===== config.mk =====
export PLATFORM = sky130hd
export DESIGN_NAME = cacheline_burst_adapter
export DESIGN_NICKNAME = d
export VERILOG_FILES = /design/src/rtl/cache_types_pkg.sv /design/src/rtl/cacheline_burst_adapter.sv
export SDC_FILE = /design/constraint.sdc
export NUM_CORES = 1
export LEC_CHECK = 0
export BUFFER_PORTS_ARGS = -buffer_cell sky130_fd_sc_hd__buf_2
export CAP_MARGIN = 20
export CORE_AREA = 2 2 277 279
export DETAILED_ROUTE_END_ITERATION = 6
export DIE_AREA = 0 0 279 281
export GPL_ROUTABILITY_DRIVEN = 0
export PLACE_DENSITY = 0.63
export SYNTH_ARGS = -nofsm -noshare
export SYNTH_HDL_FRONTEND = slang
export SYNTH_SLANG_ARGS = --single-unit

===== constraint.sdc =====
create_clock -name clk -period 2.72 [get_ports clk]
set_clock_uncertainty 0.2 [all_clocks]
set_input_delay 0.136 -clock clk [delete_from_list [all_inputs] [get_ports clk]]
set_output_delay 0.136 -clock clk [all_outputs]
set_load 0.05 [all_outputs]

===== src/rtl/cache_types_pkg.sv =====
// Shared cacheline/burst geometry and the adapter's state encoding.
// A 256-bit line moves as four 64-bit beats; lines are 32-byte aligned.
package cache_types_pkg;

  localparam int LINE_W      = 256;
  localparam int BEAT_W      = 64;
  localparam int BEATS       = 4;
  localparam int OFFSET_BITS = 5;

  localparam logic [31:0] LINE_ADDR_MASK = ~32'((1 << OFFSET_BITS) - 1);

  typedef enum logic [1:0] {
    IDLE  = 2'd0,
    READ  = 2'd1,
    WRITE = 2'd2,
    DONE  = 2'd3
  } state_t;

endpackage


===== src/rtl/cacheline_burst_adapter.sv =====
// Converts single-cycle cacheline fill/write-back requests from the cache
// into four-beat 64-bit bursts toward memory, and back.
//
// state | meaning
// IDLE  | waiting for read_i/write_i (write wins when both are high)
// READ  | collecting four memory beats into line_o
// WRITE | presenting four buffered beats on burst_o
// DONE  | one-cycle resp_o pulse, then back to IDLE
module cacheline_burst_adapter
  import cache_types_pkg::*;
(
  input  logic                clk,
  input  logic                rst,
  input  logic [LINE_W-1:0]   line_i,
  output logic [LINE_W-1:0]   line_o,
  input  logic [31:0]         address_i,
  input  logic                read_i,
  input  logic                write_i,
  output logic                resp_o,
  input  logic [BEAT_W-1:0]   burst_i,
  output logic [BEAT_W-1:0]   burst_o,
  output logic [31:0]         address_o,
  output logic                read_o,
  output logic                write_o,
  input  logic                resp_i
);

  localparam logic [1:0] LAST_BEAT = 2'(BEATS - 1);

  state_t            state;
  logic [1:0]        beat;
  logic [LINE_W-1:0] wr_buf;

  always_ff @(posedge clk) begin
    if (rst) begin
      state     <= IDLE;
      beat      <= '0;
      line_o    <= '0;
      address_o <= '0;
      wr_buf    <= '0;
    end else begin
      case (state)
        IDLE: begin
          if (write_i || read_i) begin
            state     <= write_i ? WRITE : READ;
            address_o <= address_i & LINE_ADDR_MASK;
            wr_buf    <= line_i;
            beat      <= '0;
          end
        end
        READ: begin
          if (resp_i) begin
            line_o[{beat, 6'd0} +: BEAT_W] <= burst_i;
            beat <= beat + 2'd1;
            if (beat == LAST_BEAT) state <= DONE;
          end
        end
        WRITE: begin
          if (resp_i) begin
            beat <= beat + 2'd1;
            if (beat == LAST_BEAT) state <= DONE;
          end
        end
        DONE:    state <= IDLE;
        default: state <= IDLE;
      endcase
    end
  end

  // Request strobes and the write beat are decoded straight from state so
  // memory sees them in the same cycle the burst phase begins.
  assign read_o  = (state == READ);
  assign write_o = (state == WRITE);
  assign resp_o  = (state == DONE);
  assign burst_o = (state == WRITE) ? wr_buf[{beat, 6'd0} +: BEAT_W] : '0;

endmodule


======== Word-level counts from Yosys, hierarchy flattened ========
Index checks and enable logic that the tools add are counted.
word-level totals
  word-level logic and storage cells ...... 35
  output and inout port bits .............. 355
  bits in registers ....................... 543
cells by class
  equality and inequality tests ........... 7
  add/sub/neg operators ................... 2
  multiplexer cells ....................... 10
  reductions and logical operators ........ 8
  shifts and indexed selects .............. 3
operators by type and width
  cell                         count
  $bwmux W256                  1
  $shift A64 B10 Y256 const A  1
  $shiftx A256 B9 Y64          1
  $shiftx A64 B10 Y256         1
  $mux W64                     1
  $mux W2                      6
  $neg A8 Y10                  1
  $eq A2 B2 Y1 const B         3
  $pmux W2 S3                  1
  $reduce_and A3 Y1            2
  $ne A2 B1 Y1 const B         2
  $pmux W2 S2                  1
  $reduce_and A2 Y1            2
  $add A2 B1 Y2 const B        1
  $eq A2 B1 Y1 const B         1
  $logic_not A2 Y1             1
  $ne A2 B2 Y1 const B         1
  $reduce_bool A2 Y1           1
  $reduce_or A2 Y1             1
  $logic_or A1 B1 Y1           1

======== Depth between registers and ports, before layout ========
Gate-level depths: netlist (run 1).
  word-level depth ........................ 4
  gate-level depth with buffers ........... 10
  gate-level depth less buffers ........... 5

======== Worst setup path before layout (run 1) ========
OpenSTA, ideal clock, no wires.
  path type ............................... reg-to-reg
  start ................................... register beat[1]
  end ..................................... register line_o[194]
  period minus slack after synthesis ...... 2.692 ns
  path buffers ............................ 4
  library setup time ...................... 0.069 ns
  arrival time ............................ 2.423 ns
  stages on the path, launching flop included .. 10
  data required time ...................... 2.451 ns
  slack ................................... 0.028 ns
  cell sequence ........................... dfxtp_1 -> buf_2 -> buf_1 -> inv_1 -> ha_1 -> buf_2 -> nor4b_4 -> buf_6 -> nand3_2 -> a21oi_2
between the ends
  word-level cells in the longest chain between the ends .. 3
  elaborated cells on any way between the ends .. 4
  those cells by class .................... 1 x add/sub; 2 x shift; 1 x mux
ends and longest elaborated chain
  element                                                             RTL line                       text
  start: declaration                                                  cacheline_burst_adapter.sv:31  logic [1:0] beat;
  start signal: assignment                                            cacheline_burst_adapter.sv:54  beat <= beat + 2'd1;
  start signal: assignment                                            cacheline_burst_adapter.sv:60  beat <= beat + 2'd1;
  $neg A8 Y10 *                                                       cacheline_burst_adapter.sv:53  line_o[{beat, 6'd0} +: BEAT_W] <= burst_i;
  $shiftx A64 B10 Y256 / $shift A64 B10 Y256 (equally long branches)  cacheline_burst_adapter.sv:53
  $bwmux W256 *                                                       cacheline_burst_adapter.sv:53
  end signal: indexed assignment                                      cacheline_burst_adapter.sv:53
  end: declaration                                                    cacheline_burst_adapter.sv:15  output logic [LINE_W-1:0] line_o,
Mark *: on every way between the ends. The rest lies on a longest branch, timed or not.
A chain may end at the register's enable or synchronous reset.

======== Final worst setup path (run 1) ========
  start ................................... register beat[0]
  end ..................................... output burst_o[63]
between the ends
  word-level cells in the longest chain between the ends .. 2
ends and longest elaborated chain
  element              RTL line                       text
  $shiftx A256 B9 Y64  cacheline_burst_adapter.sv:75  assign burst_o = (state == WRITE) ? wr_buf[{beat, 6'd0} +: BEAT_W] : '0;
  $mux W64             cacheline_burst_adapter.sv:75
  end: declaration     cacheline_burst_adapter.sv:21  output logic [BEAT_W-1:0] burst_o,
Every way passes these cells.

==> results of run 1 <==
==> power by group through the flow <==
stage	logic [W]	clock network, W	registers, W
6_report	0.00979	0.00849	0.00969
5_1_grt	0.0105	0.00895	0.00979
4_1_cts	0.00933	0.00865	0.00964
3_5_place_dp	0.00850	0	0.00979
3_3_place_gp	0.00845	0	0.00976
2_1_floorplan	0.00519	0	0.0103
==> area by class of cell <==
type | instances | area, µm²
Inverter | 5 | 18.77
Clock inverter | 24 | 311.5
Tap cell | 978 | 1224
Multi-Input combinational cell | 1735 | 9517
Timing Repair Buffer | 1171 | 8652
Fill cell | 7202 | 43060
Clock buffer | 85 | 1757
Sequential cell | 543 | 10880
Antenna cell | 12 | 30.03
==> path summary, 6_finish.rpt <==
check / slack [ns] / cells past startpoint / start / end
worst max-delay path: 0.01 / 6 / beat[0]$_SDFFE_PP0P_ / burst_o[63]
worst min-delay path: 0.1 / 4 / line_i[120] / wr_buf[120]$_SDFFE_PP0P_
worst max register to register: 0.18 / 7 / state[1]$_SDFFE_PP0P_ / wr_buf[240]$_SDFFE_PP0P_
worst min register to register: 0.25 / 2 / line_o[133]$_SDFFE_PP0P_ / line_o[133]$_SDFFE_PP0P_
==> tightest hold or removal path: cells and delay by family <==
kind                   cells  cell delay, ns
buffers and inverters      2            0.65
AND/OR/NAND/NOR            1            0.05
AO/OA/AOI/OAI              1            0.05
==> registers in the layout (all words and copies together) (netlist names) <==
name       flops
line_o       256
wr_buf       256
address_o     27
beat           2
state          2
==> timing repair <==
item / 4_1_cts / 5_1_grt
gates resized for setup: 16 / 69
hold buffers: 387 / 0
cloned: 1 / 3
buffers inserted: 6 / 1
hold endpoints to repair: 543 / 0
setup endpoints to repair: 64 / 91
==> routing by layer <==
metal	global-route usage, %	up-vias
met4	11.92	4
met1	28.01	10770
met3	4.231	337
met2	33.94	1198
met5	0	-
li1	-	10540
==> Yosys cell counts (all sizes together) <==
cell type  number
conb            1
nand4           2
clkbuf        128
o21a            1
nand2         761
nor4b           2
a211o           1
or3             1
nor2           64
o311a           1
a32oi          64
nor3b           2
nor2b           2
and2           65
o21ai           4
nand2b          2
nor4bb          1
nand3         195
buf           104
o311ai          2
and3            3
a21boi          1
inv             5
o31ai           1
dfxtp         543
ha             13
mux4           64
and4bb          1
a21oi         476
==> through the flow <==
stage | power, W | cell area (µm²) | util [%]
3_5_place_dp | 0.01830 | 26040 | 34.52
6_report | 0.02796 | 32390 | 42.93
5_1_grt | 0.02920 | 32380 | 42.92
3_3_place_gp | 0.01821 | 26040 | 34.52
2_1_floorplan | 0.01546 | 21390 | -
4_1_cts | 0.02762 | 32130 | 42.59
==> cells by family (layout without fill, tap and decap cells) <==
| family | after synthesis | in the layout |
|---|---|---|
| simple gates | 1101 | 1101 |
| compound gates | 551 | 552 |
| buf+inv | 237 | 1285 |
| mux | 64 | 64 |
| fa+ha+maj | 13 | 13 |
| flops | 543 | 543 |
| other cells | 1 | 17 |
==> Flow_metrics.wiki, run 1 <==
{| class="wikitable"
! Metric !! Value
|-
| Pin count of the biggest net entering global routing || 94
|-
| Global-route wire length before repair || 131900 µm
|-
| Final cell count without fillers || 4553
|-
| Synthesis warning total || 0
|-
| Top routing layer in use || met5
|-
| Startpoint kind of the worst setup timing path || flop
|-
| Initial DRC Count || 1956
|-
| Class of the most critical hold timing path || in2reg
|-
| Logic gate share of total power || 35.0%
|-
| Most common library cell in the layout ignoring fill and taps || sky130_fd_sc_hd__nand2_1
|-
| Maximum fanout along the worst path || 6
|-
| Initial core utilization || between 20% and 30%
|-
| Number of H-tree levels || 2
|-
| Average routed wire per standard cell || approximately 20 µm
|-
| Row count || 101
|-
| Pre-antenna DRT Iters || 6
|-
| CP delay by family, top || multiplexers
|-
| CP bufs+invs || 4
|-
| Pwr dens || 863.4 mW/mm²
|-
| Library cell contributing the largest single delay on the critical path || sky130_fd_sc_hd__mux4_2
|-
| Signed area change from the synthesized netlist to the final layout || 51.52%
|-
| Count of vias placed by the detailed router || 22840
|-
| Placed Instances || around 4000
|-
| Die W || 279 µm
|-
| NetSw || 0.01031 W
|-
| Root Buffer || sky130_fd_sc_hd__clkbuf_16
|-
| Proportion of synthesized area in mux cells || approximately 6.7%
|-
| Top-level I/O count || 712
|-
| Later-pin clock latency in the skew report || 0.62 ns
|-
| Total global routing track utilization || between 20% and 30%
|-
| Number of port buffers || roughly 700
|-
| Met3 layer wire length in the routed design || roughly 6700 µm
|-
| Clock buffers created by TritonCTS || 58
|-
| P_leak || between 10 and 15 nW
|-
| Total Routed Length || 91060 µm
|-
| Syn Std Cell Area || 0.02137 mm²
|-
| Smallest hold slack || between 0.09 and 0.1 ns
|-
| Net total in the final layout || 3884
|-
| Clock share of power || 30.4%
|-
| Post-synthesis compound-gate area fraction || 14.40%
|-
| Adder-cell share of the synthesized area || 0.7610%
|-
| Parity-gate share of the synthesized area counting xor and xnor cells || 0%
|-
| Setup Slack @ Placement || 0.3425 ns
|-
| Count of unique library cells instantiated by Yosys || 35
|-
| Die Y-Extent || 281 µm
|-
| Number of cells produced by synthesis || 2510
|-
| Min setup slack post-route || 0.01142 ns
|-
| Part of the power in registers || 34.6%
|-
| Vias in the first global route || 21760
|-
| Leading cell types by total area after synthesis || sky130_fd_sc_hd__dfxtp_1 (51%), sky130_fd_sc_hd__nand2_1 (13%), sky130_fd_sc_hd__a21oi_1 (11%)
|-
| Number of max-slew violations in the final report || 0
|-
| Design internal power || about 0.018 W
|-
| Half-perimeter wire length after placement || 58280 µm
|-
| Largest family of logic cells by synthesized area || simple AND/OR/NAND/NOR gates
|-
| TritonCTS clock tree || done
|-
| Leading cell types in the layout, fill and taps excluded || sky130_fd_sc_hd__nand2_1 (761), sky130_fd_sc_hd__buf_2 (669), sky130_fd_sc_hd__dfxtp_1 (541), sky130_fd_sc_hd__a21oi_1 (461), sky130_fd_sc_hd__dlygate4sd3_1 (387)
|-
| Worst slew margin || 26.98%
|-
| Max cap viols || 0
|-
| Avg Vias per Cell || 5.017
|-
| Synthesized area per cell || roughly 8.5 µm²
|-
| Clock transition at the registers of the reported paths || around 0.06 ns
|-
| Maximum clock insertion buffer count || 3
|-
| Endpoint required time on the critical path || 2.38 ns
|-
| Total die area || a little under 0.08 mm²
|-
| Sequential fraction of the synthesis area || 50.86%
|-
| Metal2 WL || 41740 µm
|-
| Arrival @ worst endpoint || 2.37 ns
|-
| Total routed wire length on the met1 layer || 37440 µm
|-
| Antenna violations before repair || 13
|-
| Setup repair after global routing missed its margin || yes
|-
| Post-Synth Simple-Gate Area || between 20% and 30%
|-
| Share of post-route cells with drive strength above 1 || 28.12%
|-
| Slew at the pin closest to its max-slew limit || ~1.1 ns
|-
| Clock tree sinks || 543
|-
| Peak supply drop || 0.0006635 V
|-
| DRC viols || 0
|-
| Run status || completed
|-
| Peak clock frequency supported by timing || 369.2 MHz
|-
| Share of total power consumed by net switching || 36.86%
|-
| Critical path cell sequence || buf_16 > buf_6 > buf_12 > mux4_2 > and2_4 > buf_8
|-
| Critical path capture point type || output port
|-
| Number of antenna-violating nets in the routed design || 0
|-
| Hold Fails Final Rpt || 0
|-
| Number of setup violations in the final report || 0
|-
| Max incr delay on CP || 0.55 ns
|-
| Post-route minimum period || 2.709 ns
|-
| Final period utilization || roughly 100%
|-
| Total gr overflow || 0
|-
| Worst setup path category || reg2out
|-
| Final-layout setup total negative slack || 0 ns
|-
| Post-synthesis cell type with the largest combined area || sky130_fd_sc_hd__dfxtp_1
|-
| Core region area || 0.07544 mm²
|-
| Count of state elements after synthesis || 543
|-
| Area share of the largest cell type after synthesis || 50.86%
|}
Note: power is estimated with default switching activity, not from simulation.
==> inputs of run 2 (changes only) <==
--- a/config.mk
+++ b/config.mk
@@ -7,11 +7,11 @@
 export LEC_CHECK = 0
 export BUFFER_PORTS_ARGS = -buffer_cell sky130_fd_sc_hd__buf_2
 export CAP_MARGIN = 20
-export CORE_AREA = 2 2 277 279
+export CORE_AREA = 2 2 279 281
 export DETAILED_ROUTE_END_ITERATION = 6
-export DIE_AREA = 0 0 279 281
+export DIE_AREA = 0 0 281 283
 export GPL_ROUTABILITY_DRIVEN = 0
-export PLACE_DENSITY = 0.63
+export PLACE_DENSITY = 0.6
 export SYNTH_ARGS = -nofsm -noshare
 export SYNTH_HDL_FRONTEND = slang
 export SYNTH_SLANG_ARGS = --single-unit
==> constraint.sdc (replaced) <==
create_clock -name clk -period 3.4 [get_ports clk]
set_clock_uncertainty 0.2 [all_clocks]
set_input_delay 0.17 -clock clk [delete_from_list [all_inputs] [get_ports clk]]
set_output_delay 0.17 -clock clk [all_outputs]
set_load 0.05 [all_outputs]
==> Flow_metrics.wiki, run 2 (same netlist as run 1, synthesis figures left out) <==
{| class="wikitable"
! Metric !! Value
|-
| Maximum clock insertion buffer count || 3
|-
| Arrival @ worst endpoint || 2.84 ns
|-
| Maximum fanout along the worst path || 36
|-
| Total die area || 0.07952 mm²
|-
| Most common library cell in the layout ignoring fill and taps || sky130_fd_sc_hd__nand2_1
|-
| Max cap viols || 0
|-
| Root Buffer || sky130_fd_sc_hd__clkbuf_16
|-
| Buffers inserted during post-CTS setup optimization || 0
|-
| Avg Vias per Cell || 4.863
|-
| Number of max-slew violations in the final report || 0
|-
| Pin count of the biggest net entering global routing || 112
|-
| Clock transition at the registers of the reported paths || 0.06 ns
|-
| Pwr dens || ~660 mW/mm²
|-
| Hold Fails Final Rpt || 0
|-
| Post-route minimum period || 3.209 ns
|-
| Top-level I/O count || 712
|-
| Number of setup violations in the final report || 0
|-
| Final period utilization || 94.37%
|-
| Worst setup path category || reg2out
|-
| Die Y-Extent || 283 µm
|-
| Core region area || about 0.077 mm²
|-
| Count of vias placed by the detailed router || 22450
|-
| Number of port buffers || 701
|-
| Number of antenna-violating nets in the routed design || 0
|-
| Fill cells || 7502
|-
| Class of the most critical hold timing path || in2reg
|-
| Initial core utilization || 27.87%
|-
| Worst slew margin || 39.69%
|-
| Die W || 281 µm
|-
| Critical path capture point type || output port
|-
| DRC viols || 0
|-
| Leading cell types in the layout, fill and taps excluded || sky130_fd_sc_hd__nand2_1 (761), sky130_fd_sc_hd__buf_2 (700), sky130_fd_sc_hd__dfxtp_1 (541), sky130_fd_sc_hd__a21oi_1 (461), sky130_fd_sc_hd__dlygate4sd3_1 (442)
|-
| Number of H-tree levels || 2
|-
| P_leak || 13.56 nW
|-
| Largest registers || line_o x256, wr_buf x256, address_o x27
|-
| Share of post-route cells with drive strength above 1 || 26.51%
|-
| Startpoint kind of the worst setup timing path || flop
|-
| Peak clock frequency supported by timing || 311.7 MHz
|-
| TritonCTS clock tree || done
|-
| Total gr overflow || 0
|-
| Total Routed Length || around 87000 µm
|-
| Half-perimeter wire length after placement || about 57000 µm
|-
| Later-pin clock latency in the skew report || 0.61 ns
|-
| Vias in the first global route || between 20000 and 25000
|-
| Global-route wire length before repair || 131100 µm
|-
| Antenna violations before repair || 11
|-
| Endpoint required time on the critical path || ~3.0 ns
|-
| Average routed wire per standard cell || 18.86 µm
|-
| Final-layout setup total negative slack || 0 ns
|-
| Clock buffers created by TritonCTS || 58
|-
| Run status || completed
|-
| Row count || 102
|-
| Setup repair after global routing missed its margin || no
|-
| Total global routing track utilization || 21.02%
|-
| Peak supply drop || ~0.00056 V
|-
| Clock tree sinks || 543
|-
| Pre-antenna DRT Iters || 5
|-
| Post-layout total power || about 0.021 W
|-
| Initial DRC Count || 1558
|-
| Signed area change from the synthesized netlist to the final layout || 50.24%
|-
| Net total in the final layout || 3900
|-
| Slew at the pin closest to its max-slew limit || 0.9013 ns
|}
## run 2: cell types whose count changed in the layout (fill, tap and decap cells not counted), moves of 3 or more
cell                            delta
sky130_fd_sc_hd__buf_4            -42
sky130_fd_sc_hd__buf_2            +31
sky130_fd_sc_hd__buf_12            -6
sky130_fd_sc_hd__clkinv_2          -4
sky130_fd_sc_hd__buf_6            -12
sky130_fd_sc_hd__clkbuf_16         -6
sky130_fd_sc_hd__dlygate4sd3_1    +55
sky130_fd_sc_hd__diode_2           -3
sky130_fd_sc_hd__bufinv_16         -3
sky130_fd_sc_hd__buf_16            -4
## run 2: final cells by class
type                       instances  area, µm²  share of cell area [%]
antenna                            9      22.52                 0.07013
clock buffer                      80       1654                   5.151
clock inverter                    18      197.7                  0.6156
inverter                           5      18.77                 0.05844
multi-input combinational       1734       9469                   29.49
sequential                       543      10880                   33.87
tap                             1040       1301                   4.052
timing repair buffer            1188       8572                   26.69
## run 2: worst paths after layout
check / startpoint / cells past startpoint / to / slack (ns)
max reg2reg: state[0]$_SDFFE_PP0P_ / 7 / wr_buf[12]$_SDFFE_PP0P_ / 0.61
max: beat[1]$_SDFFE_PP0P_ / 5 / burst_o[32] / 0.19
min reg2reg: line_o[152]$_SDFFE_PP0P_ / 2 / line_o[152]$_SDFFE_PP0P_ / 0.25
min: line_i[245] / 4 / wr_buf[245]$_SDFFE_PP0P_ / 0.13
## run 2: stage by stage
step	area, µm²	instances	setup slack (ns)	hold WS (ns)	utilization [%]
floorplan	21390	2514	0.7081	0.1053	-
global placement	25810	4068	0.6610	0.2119	33.65
detailed placement	25810	4068	0.7014	0.2155	33.65
CTS	32090	4608	0.02291	0.07378	41.83
global route	32110	4617	0.1443	0.1202	41.87
finish	32110	4617	0.1914	0.1324	41.87
## run 2: timing repair
item | CTS | global route
endpoints found under the setup margin | 0 | 5
gates resized for setup | 0 | 1
hold endpoints to repair | 543 | 0
hold buffers | 442 | 0
## run 2: routing by layer
metal  share of wire (%)  up-vias  global-route usage (%)
met5               0.015        -                       0
met4                 5.4        2                   10.78
met3                 7.0      251                   4.057
met2                  47      944                   34.14
met1                  41    10700                   26.40
li1                    -    10560                       -
## run 2: report_power, final
part	total [W]	switching [W]	internal (W)
clock network	0.00629	0.00274	0.00354
logic	0.00728	0.00470	0.00257
registers	0.00772	0.000476	0.00724
## run 2: critical path, cell delays in order (launching register included)
cell and delay [ns]:
sky130_fd_sc_hd__dfxtp_4 0.34, sky130_fd_sc_hd__buf_4 0.46, sky130_fd_sc_hd__buf_6 0.50, sky130_fd_sc_hd__mux4_2 0.46
sky130_fd_sc_hd__and2_1 0.19, sky130_fd_sc_hd__buf_2 0.20
==> inputs of run 3 (changes only) <==
--- a/config.mk
+++ b/config.mk
@@ -5,13 +5,15 @@
 export SDC_FILE = /design/constraint.sdc
 export NUM_CORES = 1
 export LEC_CHECK = 0
+export ABC_AREA = 1
 export BUFFER_PORTS_ARGS = -buffer_cell sky130_fd_sc_hd__buf_2
 export CAP_MARGIN = 20
-export CORE_AREA = 2 2 279 281
+export CORE_AREA = 2 2 281 283
+export CTS_BUF_LIST = sky130_fd_sc_hd__clkbuf_8
 export DETAILED_ROUTE_END_ITERATION = 6
-export DIE_AREA = 0 0 281 283
+export DIE_AREA = 0 0 283 285
 export GPL_ROUTABILITY_DRIVEN = 0
-export PLACE_DENSITY = 0.6
+export PLACE_DENSITY = 0.61
 export SYNTH_ARGS = -nofsm -noshare
 export SYNTH_HDL_FRONTEND = slang
 export SYNTH_SLANG_ARGS = --single-unit
==> Flow_metrics.wiki, run 3 <==
{| class="wikitable"
! Metric !! Value
|-
| Core region area || 0.07797 mm²
|-
| Vias in the first global route || 23730
|-
| Worst setup path category || reg2out
|-
| Root Buffer || sky130_fd_sc_hd__clkbuf_8
|-
| Pin count of the biggest net entering global routing || 134
|-
| Number of setup violations in the final report || 0
|-
| NetSw || 0.01163 W
|-
| Final period utilization || between 90% and 100%
|-
| Number of antenna-violating nets in the routed design || 0
|-
| Row count || roughly 100
|-
| Pwr dens || 792.2 mW/mm²
|-
| Critical path cell sequence || buf_12 > buf_4 > nor2_1 > nor2_1 > o21ai_0 > a21oi_1 > buf_2
|-
| Sequential fraction of the synthesis area || 49.20%
|-
| Worst slew margin || 38.89%
|-
| Syn Std Cell Area || between 0.02 and 0.025 mm²
|-
| Number of port buffers || 701
|-
| Largest registers || line_o x256, wr_buf x256, address_o x27
|-
| R2R Path Start || state[0]$_SDFFE_PP0P_
|-
| Reg-to-reg slack, setup || 0.62 ns
|-
| Post-layout total power || 0.02557 W
|-
| Peak clock frequency supported by timing || between 300 and 400 MHz
|-
| CP bufs+invs || 3
|-
| Synthesized area per cell || 7.150 µm²
|-
| Synthesis warning total || 0
|-
| Share of total power consumed by net switching || 45.49%
|-
| Maximum clock insertion buffer count || 3
|-
| Primary flip-flop cell chosen by synthesis mapping || sky130_fd_sc_hd__dfxtp_1
|-
| Max incr delay on CP || between 0.3 and 0.4 ns
|-
| Initial core utilization || between 20% and 30%
|-
| Total gr overflow || 0
|-
| DRC viols || 0
|-
| Leading cell type by number of instances after synthesis || sky130_fd_sc_hd__nor2_1
|-
| Design internal power || 0.01394 W
|-
| Run status || completed
|-
| Later-pin clock latency in the skew report || 0.69 ns
|-
| Number of cells produced by synthesis || 3090
|-
| Hold Fails Final Rpt || 0
|-
| Most common library cell in the layout ignoring fill and taps || sky130_fd_sc_hd__nor2_1
|-
| Library cell contributing the largest single delay on the critical path || sky130_fd_sc_hd__buf_4
|-
| Post-route minimum period || 3.211 ns
|-
| Peak supply drop || 0.0005856 V
|-
| P_leak || 14.44 nW
|-
| Signed area change from the synthesized netlist to the final layout || 46.10%
|-
| Source of the critical timing path || beat[0]$_SDFFE_PP0P_
|-
| Slew at the pin closest to its max-slew limit || 0.9167 ns
|-
| Top-level I/O count || 712
|-
| Leading cell types in the layout, fill and taps excluded || sky130_fd_sc_hd__nor2_1 (912), sky130_fd_sc_hd__buf_2 (700), sky130_fd_sc_hd__dfxtp_1 (541), sky130_fd_sc_hd__o21ai_0 (519), sky130_fd_sc_hd__dlygate4sd3_1 (407)
|-
| Most Frequent Cell on Critical Path || sky130_fd_sc_hd__nor2_1
|-
| Avg Vias per Cell || 4.779
|-
| Critical path depth || 7
|-
| Quantity of hold-fixing buffers added after cts || 407
|-
| Critical path capture point type || output port
|-
| Class of the most critical hold timing path || in2reg
|-
| Arrival @ worst endpoint || approximately 2.8 ns
|-
| Setup repair after global routing missed its margin || no
|-
| Hold path cells || 4
|-
| Number of H-tree levels || 3
|-
| Clock buffers created by TritonCTS || 94
|-
| Pre-antenna DRT Iters || 5
|-
| Final core occ || 41.40%
|-
| Logic gate share of total power || between 40% and 50%
|-
| Average routed wire per standard cell || 17.19 µm
|-
| Buffers inserted during post-CTS setup optimization || 0
|-
| Post-synth top cells || sky130_fd_sc_hd__nor2_1 (913), sky130_fd_sc_hd__dfxtp_1 (543), sky130_fd_sc_hd__o21ai_0 (519), sky130_fd_sc_hd__a21oi_1 (323), sky130_fd_sc_hd__nand2_1 (287)
|-
| Clock tree sinks || roughly 540
|-
| Net total in the final layout || 4457
|-
| FFs w/ async S/R, synth || 0%
|-
| TritonCTS clock tree || done
|-
| Endpoint required time on the critical path || a little over 3 ns
|-
| Count of vias placed by the detailed router || 24920
|-
| Area share of the largest cell type after synthesis || 49.20%
|-
| Startpoint kind of the worst setup timing path || flop
|-
| Max cap viols || 0
|-
| Total die area || 0.08066 mm²
|-
| Post-synthesis cell type with the largest combined area || sky130_fd_sc_hd__dfxtp_1
|-
| Global-route wire length before repair || between 100000 and 150000 µm
|-
| Die Y-Extent || about 290 µm
|-
| Clock share of power || a little under a quarter
|-
| Count of unique library cells instantiated by Yosys || 23
|-
| Total Routed Length || 89660 µm
|-
| Share of post-route cells with drive strength above 1 || between 20 and 25%
|-
| Half-perimeter wire length after placement || 57680 µm
|-
| Depth of the worst register-to-register path || 10
|-
| CP delay by family, top || buffers and inverters
|-
| Die W || 283 µm
|-
| Count of flip-flops with a built-in enable after synthesis || 0
|-
| Clock transition at the registers of the reported paths || 0.06 ns
|-
| Maximum fanout along the worst path || 86
|-
| Hold Startpoint || line_i[94]
|-
| Count of state elements after synthesis || 543
|-
| Total global routing track utilization || 21.17%
|-
| Antenna violations before repair || 19
|-
| Part of the power in registers || 32.5%
|-
| Post-cts repair resize count || 0
|-
| Number of max-slew violations in the final report || 0
|-
| Leading cell types by total area after synthesis || sky130_fd_sc_hd__dfxtp_1 (49%), sky130_fd_sc_hd__nor2_1 (16%), sky130_fd_sc_hd__o21ai_0 (12%)
|-
| Initial DRC Count || roughly 2000
|-
| Final-layout setup total negative slack || 0 ns
|}
==> run 3: changes by cell type in the layout (fill, tap and decap cells not counted), sizes merged, moves of 64 or more <==
| cell | previous run | this run |
|---|---|---|
| a21oi | 476 | 323 |
| a32oi | 64 | 0 |
| and2 | 65 | 0 |
| inv | 8 | 117 |
| mux4 | 64 | 0 |
| nand2 | 761 | 289 |
| nor2 | 64 | 918 |
| o21ai | 4 | 523 |
==> run 3: metal layers <==
layer | global-route usage (%) | part of all wire, % | wire length (µm)
met4 | 12.86 | 6.2 | 5553
met1 | 25.87 | 41 | 36760
met3 | 4.448 | 7.1 | 6353
met5 | 0 | 0 | 0
met2 | 34.26 | 46 | 40990
==> run 3: cells by family (layout without fill, tap and decap cells) <==
kind of cell    count (synthesis)  in the layout  synth area share, %
compound gates                847            847                19.22
other cells                     1             25              0.01697
fa+ha+maj                      13             13               0.7362
flops                         543            543                49.20
simple gates                 1343           1343                23.84
buf+inv                       343           1394                6.988
==> run 3: area by class of cell <==
type | instances | area [µm²]
clock inverter | 49 | 391.6
inverter | 82 | 324.1
multi-input combinational | 2208 | 9719
tap | 1050 | 1314
antenna | 20 | 50.05
timing repair buffer | 1158 | 8160
clock buffer | 105 | 1445
sequential | 543 | 10880
fill | 7842 | 45690
==> run 3: power by group through the flow <==
stage	clock network, W	registers [W]	logic, W
CTS	0.00614	0.00828	0.0111
global route	0.00643	0.00844	0.0123
global placement	0	0.00837	0.0106
finish	0.00600	0.00831	0.0113
floorplan	0	0.00924	0.00677
detailed placement	0	0.00841	0.0107
==> run 3: final timing paths <==
path / end
hold reg to reg: line_o[121]$_SDFFE_PP0P_
setup reg to reg: state[1]$_SDFFE_PP0P_
hold / removal: wr_buf[94]$_SDFFE_PP0P_
setup / recovery: burst_o[19]
==> run 3: metrics by stage <==
step | hold WS, ns | setup slack, ns | area [µm²] | instances
2_1_floorplan | 0.1177 | 1.047 | 22110 | 3094
3_3_place_gp | 0.2199 | 0.9150 | 26320 | 4634
3_5_place_dp | 0.2238 | 0.9240 | 26320 | 4634
4_1_cts | 0.0007435 | 0.1737 | 32230 | 5195
5_1_grt | 0.03670 | 0.05525 | 32280 | 5214
6_report | 0.05505 | 0.1885 | 32280 | 5215
==> run 3: worst reg2reg max path, cell delays in order, from the launching register on <==
cell,delay [ns]
sky130_fd_sc_hd__dfxtp_1,0.41
sky130_fd_sc_hd__inv_1,0.12
sky130_fd_sc_hd__ha_1,0.37
sky130_fd_sc_hd__inv_1,0.14
sky130_fd_sc_hd__nor2_1,0.05
sky130_fd_sc_hd__nor2_1,0.08
sky130_fd_sc_hd__nand3_1,0.07
sky130_fd_sc_hd__dlygate4sd3_1,0.56
sky130_fd_sc_hd__nand2_1,0.06
sky130_fd_sc_hd__nor2_1,0.05
sky130_fd_sc_hd__dlygate4sd3_1,0.55
